<file path="src/rtl/compare_serial_if.sv">
// Operand/result bundle for the serial magnitude comparator; the master side drives the
// operands and start, and the slave side returns status and the result flags.
interface compare_serial_if #(
   parameter int WIDTH = 8
);
   logic             start;
   logic             signed_mode;
   logic [WIDTH-1:0] A;
   logic [WIDTH-1:0] B;
   logic             busy;
   logic             done;
   logic             AEB;
   logic             ASB;
   logic             AGB;

   modport master (
      output start, signed_mode, A, B,
      input  busy, done, AEB, ASB, AGB
   );

   modport slave (
      input  start, signed_mode, A, B,
      output busy, done, AEB, ASB, AGB
   );
endinterface

</file>
<file path="src/rtl/compare_serial.sv">
// Multi-cycle magnitude comparator: CHUNK bits per clock, MSB-first, early exit on first differing chunk.
// Latency 1..NCHUNK edges after start; start is ignored while busy, and flags hold until the next decision.
module compare_serial #(
   parameter int WIDTH     = 8,
   parameter int CHUNK     = 2,
   parameter bit SIGNED_EN = 1'b1
) (
   input  logic            clk,
   input  logic            rst,
   compare_serial_if.slave bus
);
   localparam int NCHUNK = WIDTH / CHUNK;
   localparam int IDXW   = (NCHUNK > 1) ? $clog2(NCHUNK) : 1;
   localparam logic [IDXW-1:0] IDX_LAST = IDXW'(NCHUNK - 1);

   generate
      if (WIDTH % CHUNK != 0) begin : g_bad_chunk
         $error("compare_serial: WIDTH must be a multiple of CHUNK");
      end
   endgenerate

   typedef enum logic {
      IDLE = 1'b0,
      RUN  = 1'b1
   } state_t;

   state_t            state, state_n;
   logic [WIDTH-1:0]  a_q, a_n, b_q, b_n;
   logic [WIDTH-1:0]  sign_flip;
   logic [IDXW-1:0]   idx, idx_n;
   logic [2:0]        flags, flags_n;   // {AGB, ASB, AEB}
   logic              done_q, done_n;
   logic [CHUNK-1:0]  ca, cb;

   // Flipping the sign bit maps two's-complement order onto unsigned order.
   assign sign_flip = {(bus.signed_mode && SIGNED_EN), {(WIDTH-1){1'b0}}};

   assign ca = a_q[idx*CHUNK +: CHUNK];
   assign cb = b_q[idx*CHUNK +: CHUNK];

   always_comb begin
      state_n = state;
      a_n     = a_q;
      b_n     = b_q;
      idx_n   = idx;
      flags_n = flags;
      done_n  = 1'b0;
      case (state)
         IDLE: begin
            if (bus.start) begin
               state_n = RUN;
               a_n     = bus.A ^ sign_flip;
               b_n     = bus.B ^ sign_flip;
               idx_n   = IDX_LAST;
            end
         end
         RUN: begin
            if (ca != cb) begin
               flags_n = {(ca > cb), (ca < cb), 1'b0};
               done_n  = 1'b1;
               state_n = IDLE;
            end else if (idx == '0) begin
               flags_n = 3'b001;
               done_n  = 1'b1;
               state_n = IDLE;
            end else begin
               idx_n = idx - IDXW'(1);
            end
         end
         default: state_n = IDLE;
      endcase
   end

   always_ff @(posedge clk) begin
      if (rst) begin
         state  <= IDLE;
         a_q    <= '0;
         b_q    <= '0;
         idx    <= '0;
         flags  <= '0;
         done_q <= 1'b0;
      end else begin
         state  <= state_n;
         a_q    <= a_n;
         b_q    <= b_n;
         idx    <= idx_n;
         flags  <= flags_n;
         done_q <= done_n;
      end
   end

   assign bus.busy = (state == RUN);
   assign bus.done = done_q;
   assign bus.AGB  = flags[2];
   assign bus.ASB  = flags[1];
   assign bus.AEB  = flags[0];
endmodule

</file>
<file path="src/flat_wrapper.sv">
// flat-port wrapper written by rule: the top's interface ports become plain ports
module compare_serial_flat 
#(
   parameter int WIDTH     = 8,
   parameter int CHUNK     = 2,
   parameter bit SIGNED_EN = 1'b1
)
  (clk, rst, bus_start, bus_signed_mode, bus_A, bus_B, bus_busy, bus_done, bus_AEB, bus_ASB, bus_AGB);
  compare_serial_if #(.WIDTH(WIDTH)) bus_i ();
  input  logic clk;
  input  logic rst;
  input wire logic [$bits(bus_i.start)-1:0] bus_start;
  input wire logic [$bits(bus_i.signed_mode)-1:0] bus_signed_mode;
  input wire logic [$bits(bus_i.A)-1:0] bus_A;
  input wire logic [$bits(bus_i.B)-1:0] bus_B;
  output wire logic [$bits(bus_i.busy)-1:0] bus_busy;
  output wire logic [$bits(bus_i.done)-1:0] bus_done;
  output wire logic [$bits(bus_i.AEB)-1:0] bus_AEB;
  output wire logic [$bits(bus_i.ASB)-1:0] bus_ASB;
  output wire logic [$bits(bus_i.AGB)-1:0] bus_AGB;
  assign bus_i.start = bus_start;
  assign bus_i.signed_mode = bus_signed_mode;
  assign bus_i.A = bus_A;
  assign bus_i.B = bus_B;
  assign bus_busy = bus_i.busy;
  assign bus_done = bus_i.done;
  assign bus_AEB = bus_i.AEB;
  assign bus_ASB = bus_i.ASB;
  assign bus_AGB = bus_i.AGB;
  compare_serial #(.WIDTH(WIDTH), .CHUNK(CHUNK), .SIGNED_EN(SIGNED_EN)) u_core (.clk(clk), .rst(rst), .bus(bus_i));
endmodule
</file>
<file path="config.mk">
export PLATFORM = sky130hd
export DESIGN_NAME = compare_serial_flat
export DESIGN_NICKNAME = d
export VERILOG_FILES = /design/src/rtl/compare_serial_if.sv /design/src/rtl/compare_serial.sv /design/src/flat_wrapper.sv
export SDC_FILE = /design/constraint.sdc
export NUM_CORES = 1
export LEC_CHECK = 0
export CAP_MARGIN = 20
export CORE_MARGIN = 2
export CORE_UTILIZATION = 50
export CTS_CLUSTER_SIZE = 12
export DETAILED_ROUTE_END_ITERATION = 8
export DONT_BUFFER_PORTS = 1
export GPL_ROUTABILITY_DRIVEN = 0
export GPL_TIMING_DRIVEN = 0
export PLACE_DENSITY = 0.68
export SETUP_SLACK_MARGIN = 0.05
export SYNTH_ARGS = -nofsm -noshare
export SYNTH_HDL_FRONTEND = slang
export SYNTH_SLANG_ARGS = --single-unit
</file>
<file path="constraint.sdc">
create_clock -name clk -period 2.1 [get_ports clk]
set_clock_uncertainty 0.15 [all_clocks]
set_input_delay 0.63 -clock clk [delete_from_list [all_inputs] [get_ports clk]]
set_output_delay 0.63 -clock clk [all_outputs]
set_load 0.005 [all_outputs]
</file>
# Word level (Yosys, flattened, before mapping)
# Index checks and enable logic that the tools add are counted.
# op_classes
add_sub_neg	1
n_mul	0
n_div	0
order_cmp	2
eq_ne	4
shift	2
mux	12
bitwise_logic	3
reduce_logical	6
# ops
cell	count
$shiftx A8 B4 Y2	2
$xor A8 B8 Y8	2
$mux W2	3
$mux W3	2
$ne A2 B2 Y1 const B	3
$mux W1	5
$pmux W2 S2	1
$reduce_and A2 Y1	2
$reduce_and A3 Y1	1
$gt A2 B2 Y1	1
$logic_not A2 Y1	1
$lt A2 B2 Y1	1
$ne A2 B2 Y1	1
$pmux W1 S2	1
$reduce_bool A2 Y1	1
$reduce_or A2 Y1	1
$sub A2 B1 Y2 const B	1
$not A1 Y1	1
# totals
ff_bits	23
latch_bits	0
ram_bits	0
mem_bits_ro	0
input_bits	20
out_inout_bits	5
word_cells	36
mem_count	0

# Depth between registers and ports, before layout
# Gate-level depths: netlist of run 1.
# logic_depth
word_depth	4
mapped_depth	7
depth_no_buf	6

# Worst setup path before layout of run 1
# OpenSTA, ideal clock, no wires.
# synth_path
kind	flip-flop to flip-flop
startpoint	reg u_core.idx[0]
endpoint	reg u_core.idx[1]
setup_ns	0.133
t_arrival_ns	1.738
required_ns	1.817
path_slack_ns	0.079
stages_incl_launch_ff	7
path_buffers	1
synth_period_minus_slack_ns	2.021
path_cell_list	dfxtp_1 buf_6 mux4_2 ha_1 and4b_1 nor3_1 a211oi_2
# synth_via
elab_chain_cells	4
elab_cells_between_ends	11
cone_classes	add/sub: 1; eq/ne: 3; shift: 2; mux: 3; reduce/logical: 2
# synth_rtl
item	line	rtl
start: declaration	compare_serial.sv:30	logic [IDXW-1:0] idx, idx_n;
start signal: assignment	compare_serial.sv:86	idx <= idx_n;
$shiftx A8 B4 Y2, or another cell as far along	compare_serial.sv:38	assign ca = a_q[idx*CHUNK +: CHUNK];
$ne A2 B2 Y1 or $mux W2 (tied branches)	compare_serial.sv:58, compare_serial.sv:62	
$ne A2 B2 Y1 (no source line) or $mux W2 (tied branches)	-	
$reduce_and A3 Y1 (no source line) or $pmux W2 S2 (tied branches)	-	
# Several ways; a longest one is shown, not always the timed one. The select of a mux whose other input is x is not followed.
# A chain may end at the register's enable or synchronous reset.

# Worst setup path after layout of run 1
# layout_path
startpoint	reg u_core.idx[0]
endpoint	reg u_core.flags[2]
# layout_via
elab_chain_cells	4
elab_cells_between_ends	8
cone_classes	order compare: 1; eq/ne: 1; shift: 2; mux: 1; reduce/logical: 3
# layout_rtl
item	line	rtl
$shiftx A8 B4 Y2 (on tied branches)	compare_serial.sv:38, compare_serial.sv:39	
$ne A2 B2 Y1	compare_serial.sv:58	if (ca != cb) begin
$reduce_bool A2 Y1 (no source line)	-	
$reduce_and A2 Y1 (no source line)	-	
end signal: assignment	compare_serial.sv:87	flags <= flags_n;
end: declaration	compare_serial.sv:31	logic [2:0] flags, flags_n;
# Several ways; a longest one is shown, not always the timed one.

==> run_results.csv, run 1 <==
group,metric,value,unit
synthesis,synth-edff-count,0,
global_routing,grt.total_usage,16.6,%
sta,rsz0062_at_grt,"true",
setup_path,reg2reg_depth,6,
setup_path,endpoint_kind,"register",
floorplan,dieHeight,48.7,um
clocking,cts.clk_slew.worst_paths,130,ps
finish,num_antenna_cells,0,
synthesis,ys_top_cells_by_area,"dfxtp_1 46%, nand2_1 11%, a21oi_1 9.0%",
synthesis,yosys-top-cells-count,"28 x nand2_1, 23 x dfxtp_1, 18 x a21oi_1",
detailed_routing,wl_per_cell,13.2,um
finish,drive_gt1_share,21.1,%
clocking,cts_setup_buffers,0,
sta,hold_viol_final,0,
sta,maxSlewViolCount,0,
setup_path,start_kind,"register",
hold_path,hp-class,"in2reg",
synthesis,synth_top_cell_by_area,"dfxtp_1",
detailed_routing,routed-via-count,750,
sta,worstMarginPinSlew,471,ps
place,placed_cells,137,
pwr,ir_worst_vdd,0.000548,V
synthesis,seq_area_frac_synth,46.1,%
detailed_routing,first_pass_iters,5,
floorplan,io_pins,25,
synthesis,async_reset_ff_share,0,%
setup_path,critPathTopFamily,"multiplexers",
global_routing,grt_max_degree,14,
clocking,cts.htree.levels,1,
status,status,"complete, no violations",
setup_path,crit_type,"reg2reg",
detailed_routing,ant_nets,0,
synthesis,synth_area,1000,um^2
finish,final_util,57.2,%
synthesis,yosysTopAreaCellShare,46.1,%
detailed_routing,drt_wl_total,1.86,mm
synthesis,syn-num-nets,133,
detailed_routing,drcViolationCount,0,
synthesis,synth.distinct_cells,26,
sta,fin_crit_sh,98.1,%
pwr,powerDensity,791,nW/um^2
clocking,cts_buffers,3,
setup_path,crit_required,2170,ps
clocking,clk_latency,310,ps
pwr,leakage,0.415,nW
floorplan,initial_utilization,52.0,%
global_routing,antenna_found_initial,0,
setup_path,cp_slowest_stage_delay,540,ps
sta,period_minus_slack,2060,ps
setup_path,crit_chain,"buf_6, mux4_2, ha_4, nand2b_1, a211o_1, o211a_1",
synthesis,ys_ff_latch,23,
global_routing,grt_use_met3,4.63,%
floorplan,dieWidth,48.7,um
clocking,cts_root_buf,"clkbuf_4",
synthesis,ys_warn_count,0,
global_routing,grt-ovfl-total,0,
clocking,cts.sinks,23,
run,drv_cap,0,
hold_path,min_path_cells,1,
clocking,cts_tree,"yes",
sta,setup_viol,0,
global_routing,grt_pass1_wl,3.06,mm
sta,timing.fmax,485,MHz
synthesis,synth_area_per_cell,9.09,um^2
setup_path,cp.buffers_inverters,1,
sta,tns,0,ps
synthesis,synth.most_common_cell,"nand2_1",
synthesis,synthCells,110,
place,portBuffers,0,
global_routing,use_met1,21.5,%
setup_path,critPathSlowestCell,"mux4_2",
finish,layout.nets,138,
detailed_routing,drt_iter0_drc,9,
finish,instances_no_fill,141,
setup_path,critical_path_depth,6,
global_routing,grt.met2_usage,25.8,%
setup_path,arrival,2130,ps
floorplan,rows,16,
setup_path,crit_fanout,6,
global_routing,grt_pass1_vias,678,
global_routing,grt-busiest-layer,"met2",
floorplan,core-area,1920,um^2
synthesis,yosys_most_used_dff,"dfxtp_1",
place,place_hpwl,1.34,mm
finish,syn_to_final_growth,10.0,%
sta,relSlewSlack,68.6,%
clocking,cts.path.max_buffers,2,
detailed_routing,drt-vias-per-instance,5.32,
floorplan,design.die.area,2370,um^2
[where the power goes]
part / total [W] / switching (W) / internal, W
registers: 0.000494 / 0.0000236 / 0.000471
clock network: 0.000205 / 0.000134 / 0.0000711
logic: 0.000170 / 0.0000857 / 0.0000848
total: 0.000869 / 0.000243 / 0.000627
[per-layer routing]
layer / part of all wire [%] / wire (um) / vias up
li1: - / - / 379
met3: 5.5 / 102 / 2
met5: 0 / 0 / -
met4: 0.70 / 13 / 0
met2: 49 / 903 / 22
met1: 45 / 840 / 347
[state kept, by name (all words and copies together) (netlist names)]
register         cells
u_core.bus.busy      1
u_core.b_q           8
u_core.bus.done      1
u_core.idx           2
u_core.a_q           8
u_core.flags         3
[worst paths after layout]
check                              startpoint              end  slack (ps)
worst max-delay path            u_core.idx[0]  u_core.flags[2]          40
worst min-delay path                      rst  u_core.flags[0]         230
worst max register to register  u_core.idx[0]  u_core.flags[2]          40
worst min register to register  u_core.b_q[2]    u_core.b_q[2]         310
[kinds of logic after synthesis]
logic type	after synthesis	synth area share (%)
XOR/XNOR	2	1.75
buffers and inverters	12	6.13
AND/OR/NAND/NOR	40	17.5
flip-flops	23	46.1
AO/OA/AOI/OAI	26	15.8
multiplexers	4	9.01
adder cells (fa/ha/maj)	3	3.76
[cells in the final DEF (no fill, tap or decap), drive strengths merged]
cell type,count
nand2,28
dfxtp,23
a21oi,18
inv,6
buf,5
mux4,4
nor2,4
clkbuf,4
nor3,3
a211oi,3
ha,3
xnor2,2
nand2b,2
and4b,1
nor2b,1
a21o,1
a211o,1
and3b,1
o21ai,1
a21boi,1
o211a,1
clkinv,1
[worst register-to-register path, stage by stage, from the launching register on]
cell and delay (ps):
dfxtp_2 340, buf_6 130, mux4_2 550, ha_4 270, nand2b_1 140, a211o_1 280, o211a_1 120
[through the flow]
stage / hold WS (ps) / total power [W] / area, um^2 / worst slack (ps)
6_report: 230 / 0.000869 / 1100 / 39.2
5_1_grt: 201 / 0.000925 / 1100 / -21.0
4_1_cts: 224 / 0.000871 / 1100 / 40.1
2_1_floorplan: 283 / 0.000625 / 1000 / 79.2
3_3_place_gp: 291 / 0.000652 / 1030 / -22.7
3_5_place_dp: 297 / 0.000656 / 1030 / -23.8
[layout make-up]
type                    instances  area, um^2
clock inverters                 1        5.00
plain buffers                   6        38.8
flip-flops and latches         23         462
multi-input cells              75         515
well taps                      27        33.8
fillers                       202         822
inverters                       6        22.5
clock buffers                   3        22.5
[repair_timing]
item	in CTS	in global routing
gates resized for setup	8	1
pin swaps	4	4
setup endpoints to repair	5	5
hold buffers	0	0
Power figures use the tool's default switching activity.
==> run 2, diff against run 1 <==
- CORE_ASPECT_RATIO: default -> 0.6
- CORE_UTILIZATION: 50 -> 45
- PLACE_DENSITY: 0.68 -> default
==> run 2 against run 1 <==
Against the previous run:
- fmax increased by 0.42%
- clock power is 32% higher
- die area is 11% higher
- final area increased by 3.4%
- wire length rose by 9.4%
- critical endpoint is now u_core.idx[0]
- critical path depth rose by 1
- combinational power increased by 9%
- non-clock buffer count grew 2
==> run_results.csv, run 2 (synthesis results as in run 1) <==
group,metric,value,unit
clocking,cts.htree.levels,1,
clocking,cts.sinks,23,
global_routing,grt_max_degree,13,
sta,hold_slack,285,ps
sta,fin_crit_sh,97.7,%
setup_path,start_kind,"register",
finish,final_cell_mix,"28 x nand2_1, 22 x dfxtp_1, 17 x a21oi_1",
pwr,power,0.000951,W
floorplan,design.die.area,2630,um^2
detailed_routing,ant_nets,0,
run,drv_cap,0,
clocking,cts_tree,"yes",
floorplan,dieHeight,40.5,um
place,portBuffers,0,
clocking,cts_root_buf,"clkbuf_8",
sta,final.setup.worst_slack,47.9,ps
finish,drive_gt1_share,20.7,%
setup_path,crit_required,2100,ps
setup_path,arrival,2050,ps
status,status,"complete, no violations",
detailed_routing,drcViolationCount,0,
clocking,cts.clk_slew.worst_paths,80,ps
setup_path,critPathSlowestCell,"mux4_2",
finish,final.fill_count,196,
setup_path,critPathTopFamily,"multiplexers",
floorplan,dieWidth,64.9,um
place,place_ws,-47.9,ps
detailed_routing,drt_iter0_drc,35,
finish,multiInputGateArea,513,um^2
setup_path,crit_chain,"buf_6, mux4_2, inv_2, ha_4, and4b_2, nor2_1, a21oi_2",
floorplan,core-area,2130,um^2
detailed_routing,routed-via-count,764,
finish,area.sequential,462,um^2
sta,rsz0062_at_grt,"true",
finish,layout.nets,140,
hold_path,hp-class,"in2reg",
place,place_hpwl,1.51,mm
pwr,powerDensity,836,nW/um^2
finish,largestRegisters,"u_core.a_q (8), u_core.b_q (8), u_core.flags (3)",
finish,syn_to_final_growth,13.8,%
finish,num_antenna_cells,0,
detailed_routing,wl_per_cell,13.9,um
place,placed_cells,140,
finish,final_util,53.4,%
sta,worstMarginPinSlew,482,ps
global_routing,grt.total_usage,17.3,%
setup_path,crit_fanout,5,
clocking,holdBufCountCts,0,
sta,relSlewSlack,67.9,%
detailed_routing,drt_wl_total,2.03,mm
clocking,cts_buffers,3,
floorplan,initial_utilization,46.9,%
setup_path,cp_slowest_stage_delay,500,ps
finish,instances_no_fill,146,
floorplan,io_pins,25,
detailed_routing,first_pass_iters,4,
floorplan,rows,13,
finish,layout_commonest_cell,"nand2_1",
global_routing,antenna_found_initial,0,
global_routing,grt-ovfl-total,0,
sta,period_minus_slack,2050,ps
clocking,cts.path.max_buffers,2,
clocking,clk_latency,260,ps
sta,setup_viol,0,
setup_path,cp.buffers_inverters,2,
global_routing,grt_pass1_wl,3.19,mm
global_routing,grt_pass1_vias,706,
setup_path,endpoint_kind,"register",
pwr,ir_worst_vdd,0.000426,V
sta,timing.fmax,487,MHz
setup_path,crit_type,"reg2reg",
sta,maxSlewViolCount,0,
detailed_routing,drt-vias-per-instance,5.23,
pwr,leakage,0.435,nW
sta,hold_viol_final,0,
[run 2: worst paths after layout]
kind | from | to | slack [ps] | cells after the start
worst max-delay path | u_core.idx[0] | u_core.idx[0] | 50 | 7
worst min-delay path | rst | u_core.flags[0] | 290 | 1
worst max register to register | u_core.idx[0] | u_core.idx[0] | 50 | 7
worst min register to register | u_core.a_q[4] | u_core.a_q[4] | 310 | 2
[run 2: metal layers]
layer / up-vias / track usage [%] / wire [um]
met5: - / 0 / 0
met4: 0 / 3.19 / 21
met3: 2 / 6.46 / 111
met2: 22 / 29.6 / 924
met1: 356 / 21.6 / 977
li1: 384 / - / -
[run 2: what timing repair did]
item | CTS | global route
setup endpoints to repair | 5 | 5
gates cloned | 0 | 0
pin swaps | 4 | 5
endpoints found under the hold margin | 0 | 0
buffers inserted | 2 | 0
gates resized for setup | 8 | 2
[run 2: layout make-up]
cell class	count	share of cell area (%)
multi-input combinational	75	45.1
sequential	23	40.6
clock buffer	4	3.96
buffer	6	3.41
tap	30	3.30
inverter	6	1.98
timing repair buffer	2	1.65
[run 2: per-stage QoR]
stage / cell area (um^2) / setup TNS [ps]
3_3_place_gp: 1040 / -44.9
4_1_cts: 1130 / 0
5_1_grt: 1140 / 0
3_5_place_dp: 1040 / -76.1
2_1_floorplan: 1000 / 0
6_report: 1140 / 0
[run 2: worst register-to-register path, delay by kind of cell, from the launching register on]
| kind | cells | cell delay [ps] |
|---|---|---|
| AOI/OAI and AO/OA | 1 | 80 |
| DFF | 1 | 320 |
| and+or+nand+nor | 2 | 470 |
| muxes | 1 | 500 |
| buffers and inverters | 2 | 210 |
| adders and majority gates | 1 | 210 |
[run 2: report_power, final]
part	internal, W	total (W)	switching, W
registers	0.000470	0.000494	0.0000234
logic	0.0000942	0.000186	0.0000918
clock network	0.000135	0.000271	0.000135
total	0.000700	0.000951	0.000251
==> run 3, diff against run 2 <==
- CTS_BUF_LIST: default -> sky130_fd_sc_hd__clkbuf_2
==> run 3 against run 2 <==
Against the previous run:
- global-route usage rose by 0.13 points
- largest power group unchanged
- core utilization fell by 0.82 points
- non-clock buffer count did not move
- register-to-register slack barely moved
- clock power fell by 33%
- combinational power barely moved
- critical path depth did not move
==> run_results.csv, run 3 (synthesis results as in run 1) <==
group,metric,value,unit
sta,period_minus_slack,2060,ps
clocking,cts_root_buf,"clkbuf_2",
setup_path,arrival,2190,ps
finish,num_antenna_cells,0,
setup_path,endpoint_kind,"register",
sta,fin_crit_sh,98.3,%
detailed_routing,drt_iter0_drc,38,
place,portBuffers,0,
sta,final.setup.worst_slack,35.3,ps
setup_path,cp_slowest_stage_delay,500,ps
finish,syn_to_final_growth,12.0,%
pwr,leakage,0.429,nW
sta,hold_slack,177,ps
clocking,cts_tree,"yes",
sta,relSlewSlack,65.9,%
finish,layout_commonest_cell,"nand2_1",
pwr,ir_worst_vdd,0.000339,V
hold_path,min_path_cells,1,
floorplan,dieHeight,40.5,um
global_routing,grt_max_degree,13,
floorplan,design.die.area,2630,um^2
place,place_hpwl,1.51,mm
clocking,clk_latency,340,ps
sta,tns,0,ps
finish,largestRegisters,"u_core.a_q (8), u_core.b_q (8), u_core.flags (3)",
sta,rsz0062_at_grt,"true",
clocking,cts_buffers,3,
clocking,cts.path.max_buffers,2,
status,status,"complete, no violations",
sta,setup_viol,0,
detailed_routing,drcViolationCount,0,
global_routing,antenna_found_initial,0,
sta,timing.fmax,484,MHz
clocking,cts.htree.levels,1,
setup_path,crit_type,"reg2reg",
detailed_routing,routed-via-count,767,
finish,final_cell_mix,"28 x nand2_1, 22 x dfxtp_1, 16 x a21oi_1",
setup_path,crit_fanout,5,
detailed_routing,ant_nets,0,
setup_path,crit_chain,"buf_6, mux4_2, inv_2, ha_4, and4b_2, a21o_2, a21oi_2",
detailed_routing,drt-vias-per-instance,5.25,
place,placed_cells,140,
global_routing,grt-ovfl-total,0,
floorplan,core-area,2130,um^2
clocking,cts.clk_slew.worst_paths,220,ps
global_routing,grt.total_usage,17.4,%
sta,worstMarginPinSlew,512,ps
global_routing,grt_pass1_wl,3.21,mm
floorplan,initial_utilization,46.9,%
finish,drive_gt1_share,23.3,%
global_routing,grt_pass1_vias,709,
detailed_routing,first_pass_iters,4,
detailed_routing,drt_wl_total,2.03,mm
sta,hold_viol_final,0,
clocking,cts.sinks,23,
floorplan,dieWidth,64.9,um
finish,layout.nets,140,
finish,instances_no_fill,146,
run,drv_cap,0,
floorplan,io_pins,25,
setup_path,crit_required,2220,ps
floorplan,rows,13,
hold_path,hp-class,"in2reg",
sta,maxSlewViolCount,0,
setup_path,reg2reg_depth,7,
setup_path,start_kind,"register",
setup_path,critPathSlowestCell,"mux4_2",
place,place_ws,-47.9,ps
detailed_routing,wl_per_cell,13.9,um
pwr,powerDensity,774,nW/um^2
## run 3: through the flow
step	area, um^2	total power [W]	utilization (%)
finish	1120	0.000867	52.6
global route	1120	0.000918	52.6
CTS	1110	0.000863	52.0
detailed placement	1040	0.000659	48.7
global placement	1040	0.000654	48.7
floorplan	1000	0.000625	-
## run 3: final timing paths
| path | start | endpoint | slack (ps) |
|---|---|---|---|
| worst min register to register | u_core.b_q[6] | u_core.b_q[6] | 320 |
| worst max-delay path | u_core.idx[0] | u_core.idx[0] | 40 |
| worst max register to register | u_core.idx[0] | u_core.idx[0] | 40 |
| worst min-delay path | rst | u_core.flags[0] | 180 |
## run 3: per-layer routing
layer	vias up	share of wire, %	track usage, %
li1	384	-	-
met2	20	44	28.9
met4	0	1.1	4.79
met3	2	5.3	6.46
met1	361	49	21.9
met5	-	0	0
## run 3: power by group
part,leakage [nW],switching [W],internal (W),total (W)
sequential,0.190,0.0000235,0.000472,0.000495
combinational,0.223,0.0000943,0.0000947,0.000189
clock,0.0166,0.000132,0.0000504,0.000182
## run 3: worst max-delay path, delay by kind of cell, from the launching register on
kind | cells | cell delay, ps
buf+inv | 2 | 210
simple gates | 1 | 280
fa+ha+maj | 1 | 210
mux | 1 | 500
compound gates | 2 | 300
flops | 1 | 360
## run 3: what timing repair did
item / CTS / global route
hold buffers: 0 / 0
hold endpoints to repair: 0 / 0
buffers inserted: 2 / 0
gates resized for setup: 8 / 4
endpoints found under the setup margin: 5 / 5
pin swaps: 4 / 4
## run 3: final cells by class
cell class              count  area (um^2)
well taps                  30         37.5
flip-flops and latches     23          462
fillers                   203         1010
multi-input cells          75          520
plain buffers               6         38.8
clock buffers               4         20.0
inverters                   6         22.5
repair buffers              2         18.8
